$ cat src/rtl/mem_port_arbiter.sv
// Purpose: shares one single-ported, fixed-latency memory between instruction fetch and data ports.
// Latency: grants are combinational; read data returns RD_LATENCY cycles after the grant.
// Backpressure: data wins by default; a fetch that loses MAX_WAIT times in a row is forced through.
module mem_port_arbiter #(
    parameter int AW         = 32,
    parameter int DW         = 32,
    parameter int RD_LATENCY = 1,
    parameter int MAX_WAIT   = 3
) (
    input  logic          clk,
    input  logic          rst,
    input  logic          i_req,
    input  logic [AW-1:0] i_addr,
    output logic          i_gnt,
    output logic          i_rvalid,
    output logic [DW-1:0] i_rdata,
    input  logic          d_req,
    input  logic          d_we,
    input  logic [AW-1:0] d_addr,
    input  logic [DW-1:0] d_wdata,
    output logic          d_gnt,
    output logic          d_rvalid,
    output logic [DW-1:0] d_rdata,
    output logic          m_req,
    output logic          m_we,
    output logic [AW-1:0] m_addr,
    output logic [DW-1:0] m_wdata,
    input  logic [DW-1:0] m_rdata
);

    typedef enum logic {
        ST_NORMAL       = 1'b0,
        ST_FETCH_URGENT = 1'b1
    } state_t;

    localparam logic [3:0] WAIT_LAST = 4'(MAX_WAIT - 1);

    state_t                state_q, state_d;
    logic [3:0]            wait_cnt_q, wait_cnt_d;
    // Owner tag per in-flight read: 1 = fetch, 0 = data.
    logic [RD_LATENCY-1:0] tag_vld_q, tag_vld_d;
    logic [RD_LATENCY-1:0] tag_own_q, tag_own_d;

    // Arbitration and starvation tracking; grants are forced low while in reset.
    always_comb begin
        state_d    = state_q;
        wait_cnt_d = wait_cnt_q;
        i_gnt      = 1'b0;
        d_gnt      = 1'b0;
        if (rst) begin
            case (state_q)
                ST_NORMAL: begin
                    d_gnt = d_req;
                    i_gnt = i_req & ~d_req;
                    if (!i_req || i_gnt) begin
                        wait_cnt_d = 4'd0;
                    end else if (wait_cnt_q == WAIT_LAST) begin
                        // Fetch has lost enough times; it wins next cycle if still asking.
                        state_d    = ST_FETCH_URGENT;
                        wait_cnt_d = 4'd0;
                    end else begin
                        wait_cnt_d = wait_cnt_q + 4'd1;
                    end
                end
                ST_FETCH_URGENT: begin
                    // A fetch that gave up here leaves the slot to data.
                    i_gnt      = i_req;
                    d_gnt      = d_req & ~i_req;
                    state_d    = ST_NORMAL;
                    wait_cnt_d = 4'd0;
                end
                default: begin
                    state_d    = ST_NORMAL;
                    wait_cnt_d = 4'd0;
                end
            endcase
        end
    end

    // Memory command mux from the granted port; idle bus is all zero.
    always_comb begin
        m_req   = i_gnt | d_gnt;
        m_we    = 1'b0;
        m_addr  = '0;
        m_wdata = '0;
        if (d_gnt) begin
            m_we    = d_we;
            m_addr  = d_addr;
            m_wdata = d_wdata;
        end else if (i_gnt) begin
            m_addr  = i_addr;
        end
    end

    // Tag pipeline: new read enters stage 0, everything shifts every cycle without stalls.
    always_comb begin
        tag_vld_d    = '0;
        tag_own_d    = '0;
        tag_vld_d[0] = m_req & ~m_we;
        tag_own_d[0] = i_gnt;
        for (int k = 1; k < RD_LATENCY; k++) begin
            tag_vld_d[k] = tag_vld_q[k-1];
            tag_own_d[k] = tag_own_q[k-1];
        end
    end

    // State, wait counter and tag registers; reset drops any reads in flight.
    always_ff @(posedge clk or negedge rst) begin
        if (!rst) begin
            state_q    <= ST_NORMAL;
            wait_cnt_q <= 4'd0;
            tag_vld_q  <= '0;
            tag_own_q  <= '0;
        end else begin
            state_q    <= state_d;
            wait_cnt_q <= wait_cnt_d;
            tag_vld_q  <= tag_vld_d;
            tag_own_q  <= tag_own_d;
        end
    end

    // Return routing: last tag stage selects the owner, memory data passes straight through.
    always_comb begin
        i_rvalid = tag_vld_q[RD_LATENCY-1] &  tag_own_q[RD_LATENCY-1];
        d_rvalid = tag_vld_q[RD_LATENCY-1] & ~tag_own_q[RD_LATENCY-1];
        i_rdata  = i_rvalid ? m_rdata : '0;
        d_rdata  = d_rvalid ? m_rdata : '0;
    end

endmodule

$ cat config.mk
export PLATFORM = sky130hd
export DESIGN_NAME = mem_port_arbiter
export DESIGN_NICKNAME = d
export VERILOG_FILES = /design/src/rtl/mem_port_arbiter.sv
export SDC_FILE = /design/constraint.sdc
export NUM_CORES = 1
export LEC_CHECK = 0
export ABC_CLOCK_PERIOD_IN_PS = 1200
export BUFFER_PORTS_ARGS = -buffer_cell sky130_fd_sc_hd__clkbuf_2
export CAP_MARGIN = 25
export CORE_AREA = 2 2 104 106
export DETAILED_ROUTE_END_ITERATION = 7
export DIE_AREA = 0 0 106 108
export HOLD_SLACK_MARGIN = 0.12
export MAX_ROUTING_LAYER = met4
export PLACE_DENSITY = 0.6
export SLEW_MARGIN = 10
export SYNTH_ARGS = -nofsm -noshare
export SYNTH_HDL_FRONTEND = slang
export SYNTH_SLANG_ARGS = --single-unit
export TNS_END_PERCENT = 5
$ cat constraint.sdc
create_clock -name clk -period 1.2 [get_ports clk]
set_clock_uncertainty 0.05 [all_clocks]
set_input_delay 0.24 -clock clk [delete_from_list [all_inputs] [get_ports clk]]
set_output_delay 0.24 -clock clk [all_outputs]
set_load 0.03 [all_outputs]
Word-level counts from Yosys, hierarchy flattened
Cells that the tools add are included.
Widths: inputs -> output; s select.
{"block": "word_totals", "register_bits": 7, "latchBits": 0, "ram_bits": 0, "rom_bits": 0, "inputBits": 133, "n_memories": 0}
{"block": "classes", "addsub": 1, "multipliers": 0, "div_mod_pow": 0, "order_cmp": 0, "n_eq_ne": 1, "shifts": 0, "mux": 16, "bitwise": 11, "n_reduce_logical": 2}
{"op": "$mux 32", "count": 5}
{"op": "$mux 4", "count": 2}
{"op": "$pmux 4 s2", "count": 1}
{"op": "$pmux 1 s2", "count": 3}
{"op": "$and 1x1->1", "count": 5}
{"op": "$mux 1", "count": 5}
{"op": "$not 1->1", "count": 5}
{"op": "$add 4x1->4 const B", "count": 1}
{"op": "$eq 4x2->1 const B", "count": 1}
{"op": "$logic_not 1->1", "count": 1}
{"op": "$logic_or 1x1->1", "count": 1}
{"op": "$or 1x1->1", "count": 1}

Logic depth before layout (Yosys ltp)
Gate-level depths: netlist (run 1).
{"block": "depth", "word_depth": 7, "depth_mapped": 6, "mapped_depth_nobuf": 5}

Least setup slack after synthesis (run 1)
No wires, ideal clock.
{"block": "synth_timing", "kind": "reg-to-output", "from": "register state_q", "to": "output port m_addr[23]", "t_arrival_ns": 1.257, "required_ns": 0.910, "path_slack_ns": -0.347, "path_stages_with_launch": 5, "cell_sequence": "dfrtp_1 -> inv_1 -> a21oi_2 -> buf_4 -> a22o_1"}
{"block": "synth_via", "elab_chain_len": 5, "word_cells_on_any_way": 7, "classes_between": "6 x mux; 1 x bitwise"}
{"item": "from (decl)", "line_no": "38", "rtl": "state_t state_q, state_d;"}
{"item": "from (signal assigned)", "line_no": "115", "rtl": "state_q <= state_d;"}
{"item": "$not 1->1"}
{"item": "$pmux 1 s2 (*)", "line_no": "51", "rtl": "case (state_q)"}
{"item": "$mux 1 (*)", "line_no": "50", "rtl": "if (rst) begin"}
{"item": "net i_gnt", "line_no": "14", "rtl": "output logic i_gnt,"}
{"item": "$mux 32 (*)", "line_no": "90", "rtl": "end else if (i_gnt) begin"}
{"item": "$mux 32 (*)", "line_no": "86", "rtl": "if (d_gnt) begin"}
{"item": "to (decl)", "line_no": "26", "rtl": "output logic [AW-1:0] m_addr,"}
Mark *: on every way through the listed nets, which the timed path passes. The rest lies on a longest branch.

Final worst setup path (run 1)
{"block": "layout_timing", "from": "register state_q", "to": "output port m_addr[8]"}
{"block": "layout_via", "elab_chain_len": 5, "word_cells_on_any_way": 7, "classes_between": "6 x mux; 1 x bitwise"}
{"item": "$not 1->1"}
{"item": "$pmux 1 s2", "line_no": "51"}
{"item": "$mux 1", "line_no": "50"}
{"item": "$mux 32", "line_no": "90"}
{"item": "$mux 32 (*)", "line_no": "86"}
Every way passes the cells marked *; elsewhere a longest branch is shown, timed or not.

==> run_results.csv, run 1 <==
group,metric,value,unit
finish,final_area,4503,um2
synthesis,synth_top_area_share,30.00,%
routing,drtIter0Drc,72,
cts,clockBufferDepth,2,
critical_path,cp_max_fo,8,
status,violations,"setup timing",
synthesis,yosys-top-cells-area,"and2_1 (30%), a22o_1 (20%), and3_1 (15%)",
critical_path,crit_type,"reg -> out",
place,post-dp-hpwl,6.065,mm
timing,layout_setup_ws,-570.6,ps
critical_path,crit_arrival,1480,ps
place,port_buffers,266,
synthesis,yosys_warnings,0,
power_and_ir_drop,pwr-share-comb,73.9,%
global_route,grt_pass1_wl,10.92,mm
global_route,grt_pass1_vias,2377,
die,fp.dieH,108,um
global_route,antenna_found_initial,0,
timing,holdWs,236.0,ps
place,placed_area,3309,um2
finish,drive_gt1_share,87.47,%
flow_run,cap_violations,0,
die,start_util,13.45,%
power_and_ir_drop,p_clk_share,14.8,%
power_and_ir_drop,switchingPower,930.4,uW
power_and_ir_drop,powerDensity,502.2,nW/um2
cts,clkSinkCount,7,
finish,num-nets-final,599,
status,status,"finished with violations",
global_route,grt_max_degree,62,
synthesis,yosys_register_bits,7,
place,gp_congestion,0.7446,
routing,num_vias,2524,
critical_path,required,910,ps
synthesis,netlist_area,1376,um2
global_route,grt-ovfl-total,0,
die,row_count,37,
timing,rsz0062_at_grt,"yes",
power_and_ir_drop,switching_share,41.14,%
routing,wl_per_cell,14.98,um
synthesis,synthCells,186,
routing,ant_nets,0,
timing,hold_violations,0,
timing,setup_violations,137,
die,die_area,11450,um2
synthesis,yosysTopAreaCell,"and2_1",
timing,slew_viol_final,0,
critical_path,crit_path_end_kind,"output pin",
finish,antenna_cells,0,
cts,clkLatencyLatePin,230,ps
hold_path,hold_path.class,"in -> reg",
cts,htree_levels,1,
power_and_ir_drop,vdd_drop_max,0.2800,mV
timing,slew_headroom,76.13,%
die,io_pins,267,
routing,drt-pass1-iter-count,4,
die,die_w,106,um
timing,fin_crit_sh,147.5,%
synthesis,synthDistinctLibCells,24,
cts,cts_buffers,3,
synthesis,synth.avg_cell_area,7.400,um2
cts,root_buffer,"clkbuf_8",
power_and_ir_drop,p_seq_share,11.4,%
power_and_ir_drop,leakage,0.002519,uW
power_and_ir_drop,p_int,1331,uW
cts,cts_tree,"built",
routing,highest_layer,"met4",
global_route,grt_util_all_layers,11.78,%
finish,n_fill_cell,948,
synthesis,ys_seq_area_share,12.73,%
routing,met1Wirelength,3.323,mm
synthesis,synth_nets,321,
die,core,10230,um2
cts,clk_pin_slew,40,ps
timing,max_freq,564.8,MHz
timing,worst_slew_pin_slew,356.9,ps
finish,area_growth,227.2,%
power_and_ir_drop,totalPowerFinal,2261,uW
routing,drc,0,
critical_path,start_kind,"register",
timing,setup_tns,-55580,ps
timing,period_needed,1771,ps
routing,wl_met3,422,um
routing,totalWireLength,8.976,mm
routing,routed_via_density,4.214,
routing,route.met2.wl,5.127,mm
-- logic make-up (layout without fill, tap and decap cells) --
| kind of cell | after synthesis | after routing | synth area share, % |
|---|---|---|---|
| flip-flops | 7 | 7 | 12.73 |
| AND/OR/NAND/NOR | 112 | 112 | 51.09 |
| AO/OA/AOI/OAI | 40 | 40 | 24.36 |
| adder cells (fa/ha/maj) | 2 | 2 | 1.818 |
| multiplexers | 2 | 2 | 1.545 |
| buffers and inverters | 23 | 300 | 8.454 |
-- timing repair --
action / CTS / global route
hold buffers: 1 / 0
cloned: 0 / 7
buffers inserted: 0 / 2
setup endpoints to repair: 138 / 139
gates resized for setup: 107 / 344
hold endpoints to repair: 7 / 0
pin swaps: 27 / 10
-- power groups by stage --
| stage | Combinational (uW) | Clock [uW] | Sequential [uW] |
|---|---|---|---|
| after global routing | 1760 | 353 | 259 |
| after CTS | 1410 | 346 | 254 |
| after detailed placement | 1270 | 0 | 256 |
| after global placement | 1250 | 0 | 256 |
| final | 1670 | 334 | 257 |
| after floorplan | 792 | 0 | 258 |
-- area by class of cell --
cell class	instances	area, um2	share of cell area [%]
Multi-Input combinational cell	156	1514	33.62
Timing Repair Buffer	293	2585	57.40
Clock buffer	4	45.04	1.000
Sequential cell	7	177.7	3.946
Inverter	3	11.26	0.2501
Tap cell	136	170.2	3.779
-- critical path, cell delays in order, from the launching register on --
cell       delay (ps)
dfrtp_2           430
inv_2              90
a21oi_4            60
buf_12            140
clkbuf_16         160
a22o_4            220
buf_8             130
-- synth_stat cells, drive strengths merged --
library cell / instances
clkbuf: 8
nor4b: 1
a21o: 3
a22o: 32
nor3b: 2
and3: 33
a21oi: 2
or3: 1
nand4: 1
nand2: 2
ha: 2
nor2b: 2
nand4b: 1
dfrtp: 7
inv: 3
o21ai: 3
and2: 66
nor3: 1
or2: 1
mux2: 1
mux2i: 1
buf: 12
nand3b: 1
-- sequential cells by signal, indices dropped and copies added (netlist names) --
signal      cells
tag_own_q       1
wait_cnt_q      4
state_q         1
tag_vld_q       1
-- routing by layer --
layer  vias up  GRT usage, %
met2       101         21.80
li1       1216             -
met3        11         1.567
met1      1196         13.28
met4         0         3.383
met5         -             -
-- worst paths after layout --
| path | startpoint | endpoint | slack [ps] | depth (start not counted) |
|---|---|---|---|---|
| max reg2reg | wait_cnt_q[1]$_DFFE_PN0P_ | wait_cnt_q[0]$_DFFE_PN0P_ | -180 | 5 |
| min in group asynchronous | rst | wait_cnt_q[0]$_DFFE_PN0P_ | 600 | 3 |
| min | d_we | tag_vld_q$_DFF_PN0_ | 240 | 3 |
| min reg2reg | wait_cnt_q[1]$_DFFE_PN0P_ | wait_cnt_q[1]$_DFFE_PN0P_ | 530 | 1 |
| max | state_q$_DFFE_PN0P_ | m_addr[8] | -570 | 6 |
| max in group asynchronous | rst | wait_cnt_q[1]$_DFFE_PN0P_ | 220 | 3 |
-- metrics by stage --
| stage | util [%] | std cells | setup slack (ps) |
|---|---|---|---|
| after floorplan | - | 186 | -174.3 |
| after global placement | 32.35 | 585 | -372.5 |
| after detailed placement | 32.35 | 585 | -423.2 |
| after CTS | 36.76 | 590 | -653.0 |
| after global routing | 44.01 | 599 | -612.8 |
| final | 44.01 | 599 | -570.6 |
-- layout by cell type (no fill, tap or decap), drive strengths merged, types with 3 or more instances in the layout --
cell,count
and3,33
and2,66
o21ai,3
buf,135
a21o,3
dfrtp,7
clkbuf,161
a22o,32
inv,3
No activity file was read; power rests on OpenSTA's default activity.
==> run 2, diff against run 1 <==
--- a/config.mk
+++ b/config.mk
@@ -13,7 +13,8 @@
 export DIE_AREA = 0 0 106 108
 export HOLD_SLACK_MARGIN = 0.12
 export MAX_ROUTING_LAYER = met4
-export PLACE_DENSITY = 0.6
+export PLACE_DENSITY = 0.52
+export REMOVE_ABC_BUFFERS = 1
 export SLEW_MARGIN = 10
 export SYNTH_ARGS = -nofsm -noshare
 export SYNTH_HDL_FRONTEND = slang
==> constraint.sdc (replaced) <==
create_clock -name clk -period 1.2 [get_ports clk]
set_clock_uncertainty 0.05 [all_clocks]
set_input_delay 0.24 -clock clk [delete_from_list [all_inputs] [get_ports clk]]
set_output_delay 0.24 -clock clk [all_outputs]
set_load 0.1 [all_outputs]
==> run_results.csv, run 2 (synthesis results as in run 1) <==
group,metric,value,unit
timing,worst_slew_pin_slew,255.3,ps
power_and_ir_drop,p_seq_share,6.8,%
timing,hold_violations,0,
finish,regMostFlops,"wait_cnt_q",
timing,setup_tns,-67100,ps
cts,clk_pin_slew,50,ps
global_route,grt-ovfl-total,0,
hold_path,hold_path.class,"in -> async",
timing,setup_violations,139,
critical_path,cp_max_fo,12,
flow_run,cap_violations,0,
critical_path,crit_type,"reg -> out",
finish,multi_input_area,1533,um2
status,status,"finished with violations",
die,core,10230,um2
global_route,antenna_found_initial,0,
critical_path,crit_arrival,1560,ps
place,port_buffers,266,
power_and_ir_drop,vdd_drop_max,0.4615,mV
power_and_ir_drop,leakage,0.002859,uW
timing,max_freq,541.5,MHz
cts,clkSinkCount,7,
cts,clkLatencyLatePin,240,ps
power_and_ir_drop,totalPowerFinal,3772,uW
finish,antenna_cells,0,
routing,drt-pass1-iter-count,4,
critical_path,required,910,ps
die,start_util,13.45,%
global_route,grt_pass1_vias,2714,
finish,area_growth,319.3,%
die,fp.dieH,108,um
finish,layout.area.seq,176.4,um2
cts,root_buffer,"clkbuf_8",
power_and_ir_drop,p_clk_share,9.2,%
finish,num-nets-final,606,
routing,totalWireLength,11.05,mm
routing,routed_via_density,4.358,
global_route,grt_max_degree,49,
power_and_ir_drop,p_int,1723,uW
global_route,grt_pass1_wl,14.19,mm
timing,fin_crit_sh,153.9,%
finish,layout_common_cells,"buf_12 (141), clkbuf_2 (132), and2_4 (63), a22o_4 (23), and3_1 (23)",
cts,cts_tree,"built",
die,die_w,106,um
die,die_area,11450,um2
routing,wl_per_cell,18.23,um
cts,htree_levels,1,
critical_path,max_stage_delay,440,ps
timing,period_needed,1847,ps
finish,final_util,56.40,%
critical_path,cp_cell_sequence,"a21oi_4 > buf_6 > clkbuf_16 > a22o_1 > buf_12",
routing,num_vias,2641,
place,placed_area,4990,um2
timing,holdWs,109.0,ps
timing,rsz0062_at_grt,"yes",
power_and_ir_drop,switchingPower,2049,uW
place,post-dp-hpwl,8.247,mm
finish,final_common_cell,"buf_12",
routing,drtIter0Drc,56,
cts,clockBufferDepth,2,
timing,slew_headroom,82.94,%
cts,cts_buffers,3,
finish,drive_gt1_share,87.45,%
timing,slew_viol_final,0,
finish,n_fill_cell,858,
critical_path,critPathSlowestCell,"dfrtp_2",
power_and_ir_drop,switching_share,54.33,%
status,violations,"setup timing",
critical_path,crit_path_end_kind,"output pin",
global_route,grt_util_all_layers,16.04,%
power_and_ir_drop,powerDensity,653.7,nW/um2
die,row_count,37,
place,gp_congestion,0.8233,
die,io_pins,267,
timing,layout_setup_ws,-646.9,ps
routing,drc,0,
critical_path,start_kind,"register",
finish,largest_register_ffs,4,
routing,ant_nets,0,
finish,final_area,5771,um2
power_and_ir_drop,pwr-share-comb,84.0,%
## run 2: cell types whose count changed in the layout (fill, tap and decap cells not counted), moves of 9 or more
cell / before / now
and3_4: 1 / 10
and2_4: 27 / 63
buf_8: 22 / 0
and2_2: 37 / 0
clkbuf_8: 13 / 3
a22o_1: 0 / 9
clkbuf_4: 11 / 0
and3_1: 32 / 23
buf_6: 88 / 10
buf_12: 7 / 141
## run 2: what timing repair did
| item | CTS | global route |
|---|---|---|
| hold buffers | 1 | 0 |
| pin swaps | 38 | 57 |
| buffers inserted | 0 | 6 |
| endpoints found under the hold margin | 7 | 0 |
| resized for setup | 44 | 76 |
| endpoints found under the setup margin | 138 | 139 |
| cloned | 0 | 9 |
## run 2: cell type report
class | instances | share of cell area, %
flip-flops and latches | 7 | 3.057
repair buffers | 300 | 66.44
inverters | 3 | 0.1951
well taps | 136 | 2.949
clock buffers | 3 | 0.7155
clock inverters | 1 | 0.08673
multi-input cells | 156 | 26.56
## run 2: worst max-delay path: cells and delay by family, from the launching register on
| kind | cells | cell delay [ps] |
|---|---|---|
| buffers and inverters | 3 | 480 |
| AO/OA/AOI/OAI | 2 | 400 |
| flip-flops | 1 | 440 |
## run 2: stage by stage
stage	setup slack, ps	std cells
final	-646.9	606
after global routing	-678.7	606
after CTS	-637.4	591
after detailed placement	-444.6	586
after global placement	-418.5	586
after floorplan	-2724	166
## run 2: per-layer routing
layer | vias to the layer above | GRT usage, % | wire [um]
met4 | 0 | 3.947 | 265
met2 | 175 | 31.61 | 6269
li1 | 1227 | - | -
met3 | 19 | 3.014 | 833
met1 | 1220 | 16.29 | 3678
met5 | - | - | 0
## run 2: power by group through the flow
| stage | clock network, uW | logic, uW | registers, uW |
|---|---|---|---|
| after floorplan | 0 | 1590 | 269 |
| after global placement | 0 | 2850 | 254 |
| after detailed placement | 0 | 2870 | 255 |
| after CTS | 349 | 2930 | 254 |
| after global routing | 370 | 3260 | 256 |
| final | 348 | 3170 | 255 |
## run 2: worst paths after layout
check / startpoint / to / slack (ps) / cells after the start
setup / recovery: state_q$_DFFE_PN0P_ / m_addr[7] / -650 / 5
hold / removal: rst / tag_vld_q$_DFF_PN0_ / 110 / 3
setup reg to reg: wait_cnt_q[0]$_DFFE_PN0P_ / wait_cnt_q[0]$_DFFE_PN0P_ / -190 / 6
hold reg to reg: wait_cnt_q[0]$_DFFE_PN0P_ / wait_cnt_q[0]$_DFFE_PN0P_ / 540 / 2
max in group asynchronous: rst / state_q$_DFFE_PN0P_ / 830 / 3
min in group clk: d_we / tag_vld_q$_DFF_PN0_ / 220 / 3
==> run 3, diff against run 2 <==
--- a/config.mk
+++ b/config.mk
@@ -5,6 +5,7 @@
 export SDC_FILE = /design/constraint.sdc
 export NUM_CORES = 1
 export LEC_CHECK = 0
+export ABC_AREA = 0
 export ABC_CLOCK_PERIOD_IN_PS = 1200
 export BUFFER_PORTS_ARGS = -buffer_cell sky130_fd_sc_hd__clkbuf_2
 export CAP_MARGIN = 25
==> constraint.sdc (replaced) <==
create_clock -name clk -period 1.2 [get_ports clk]
set_clock_uncertainty 0.05 [all_clocks]
set_input_delay 0.18 -clock clk [delete_from_list [all_inputs] [get_ports clk]]
set_output_delay 0.18 -clock clk [all_outputs]
set_load 0.1 [all_outputs]
==> run_results.csv, run 3 (synthesis results as in run 1) <==
group,metric,value,unit
die,io_pins,267,
finish,final_common_cell,"buf_12",
cts,cts_buffers,3,
routing,routed_via_density,4.366,
critical_path,r2r_end,"wait_cnt_q[0]$_DFFE_PN0P_",
die,die_area,11450,um2
die,core,10230,um2
critical_path,crit_arrival,1550,ps
hold_path,hold_end,"tag_vld_q$_DFF_PN0_",
critical_path,crit_path_end_kind,"output pin",
finish,regMostFlops,"wait_cnt_q",
critical_path,required,970,ps
global_route,antenna_found_initial,0,
place,post-dp-hpwl,8.254,mm
finish,antenna_cells,0,
critical_path,worstPathBufferInverterCount,3,
power_and_ir_drop,powerDensity,663.7,nW/um2
place,port_buffers,266,
routing,wl_per_cell,17.32,um
global_route,grt_max_degree,52,
finish,num-nets-final,595,
finish,final_area,5543,um2
critical_path,critPathSlowestCell,"dfrtp_2",
routing,drtIter0Drc,65,
die,die_w,106,um
die,start_util,13.45,%
critical_path,crit_type,"reg -> out",
cts,clkSinkCount,7,
timing,layout_setup_ws,-576.3,ps
routing,ant_nets,0,
timing,rsz0062_at_grt,"yes",
finish,area_growth,302.7,%
critical_path,cpMostUsedCell,"buf_12",
timing,slew_viol_final,0,
routing,num_vias,2598,
finish,finalNonFillerCells,595,
status,status,"finished with violations",
finish,largest_register_ffs,4,
hold_path,hold_path.class,"in -> reg",
flow_run,cap_violations,0,
timing,slew_headroom,76.81,%
status,violations,"setup timing",
cts,htree_levels,1,
hold_path,min-delay-start,"d_we",
critical_path,start_kind,"register",
critical_path,max_stage_delay,430,ps
place,gp_congestion,0.8281,
critical_path,worstRegToRegCells,5,
global_route,grt-ovfl-total,0,
place,placed_cells,585,
power_and_ir_drop,vdd_drop_max,0.3906,mV
timing,setup_violations,139,
routing,drt-pass1-iter-count,4,
finish,drive_gt1_share,83.66,%
finish,layout_common_cells,"buf_12 (139), clkbuf_2 (132), and2_4 (60), and3_1 (32), a22o_4 (22)",
cts,clockBufferDepth,2,
timing,fin_crit_sh,148.0,%
timing,worst_slew_pin_slew,346.8,ps
routing,totalWireLength,10.30,mm
global_route,grt_util_all_layers,15.83,%
timing,period_needed,1776,ps
global_route,grt_pass1_vias,2704,
global_route,grt_pass1_wl,13.94,mm
cts,cts_tree,"built",
die,fp.dieH,108,um
timing,max_freq,563.0,MHz
critical_path,cp_max_fo,13,
critical_path,r2r_slack,-160,ps
cts,clk_pin_slew,40,ps
timing,hold_violations,0,
place,placed_area,4970,um2
die,row_count,37,
hold_path,min_path_cells,3,
routing,drc,0,
cts,root_buffer,"clkbuf_8",
power_and_ir_drop,leakage,0.002771,uW
cts,clkLatencyLatePin,230,ps
critical_path,r2r-start,"wait_cnt_q[1]$_DFFE_PN0P_",
critical_path,crit_family,"buffers and inverters",
critical_path,cp_cell_sequence,"a21oi_4 > buf_12 > buf_12 > a22o_1 > buf_12",
==> run 3: area by class of cell <==
class | count | area, um2
timing repair buffer | 289 | 3661
sequential | 7 | 176.4
fill | 872 | 4688
multi-input combinational | 156 | 1479
clock buffer | 4 | 45.04
tap | 136 | 170.2
inverter | 3 | 11.26
==> run 3: per-layer routing <==
layer	vias to the layer above	GRT usage, %	share of wire [%]
met2	188	31.01	56
met1	1187	15.23	32
li1	1203	-	-
met5	-	-	0
met3	20	3.195	8.4
met4	0	6.109	3.4
==> run 3: worst max-delay path by stage <==
stage | startpoint | end | slack [ps] | cells past startpoint
2_1_floorplan | tag_vld_q$_DFF_PN0_ | d_rdata[0] | -2660 | 2
3_3_place_gp | state_q$_DFFE_PN0P_ | m_addr[19] | -350 | 5
3_5_place_dp | state_q$_DFFE_PN0P_ | m_addr[31] | -400 | 5
4_1_cts | state_q$_DFFE_PN0P_ | m_addr[31] | -580 | 5
5_1_grt | state_q$_DFFE_PN0P_ | m_addr[8] | -630 | 5
6_report | state_q$_DFFE_PN0P_ | m_addr[5] | -580 | 5
==> run 3: tightest hold or removal path, stage by stage <==
cell,delay [ps]
clkbuf_2,90
inv_1,50
a21o_1,100
==> run 3: what timing repair did <==
item,4_1_cts,5_1_grt
hold buffers,1,0
endpoints found under the hold margin,7,0
pin swaps,35,43
buffers inserted,0,1
setup endpoints to repair,138,139
gates cloned,0,4
gates resized for setup,36,61
==> run 3: where the power goes <==
group          switching, uW  internal, uW
clock network           99.0           230
logic                   1900          1200
registers               7.77           247
total                   2000          1680
==> run 3: through the flow <==
stage | TNS, ps | hold WS, ps | setup WS [ps] | total power [uW] | utilization [%]
2_1_floorplan | -268970 | -165.6 | -2664 | 1862 | -
3_3_place_gp | -25130 | 101.8 | -346.8 | 3093 | 48.58
3_5_place_dp | -29790 | 113.8 | -396.2 | 3111 | 48.58
4_1_cts | -58960 | 184.1 | -578.9 | 3511 | 50.18
5_1_grt | -65760 | 184.1 | -630.3 | 3802 | 54.18
6_report | -56930 | 188.5 | -576.3 | 3679 | 54.18
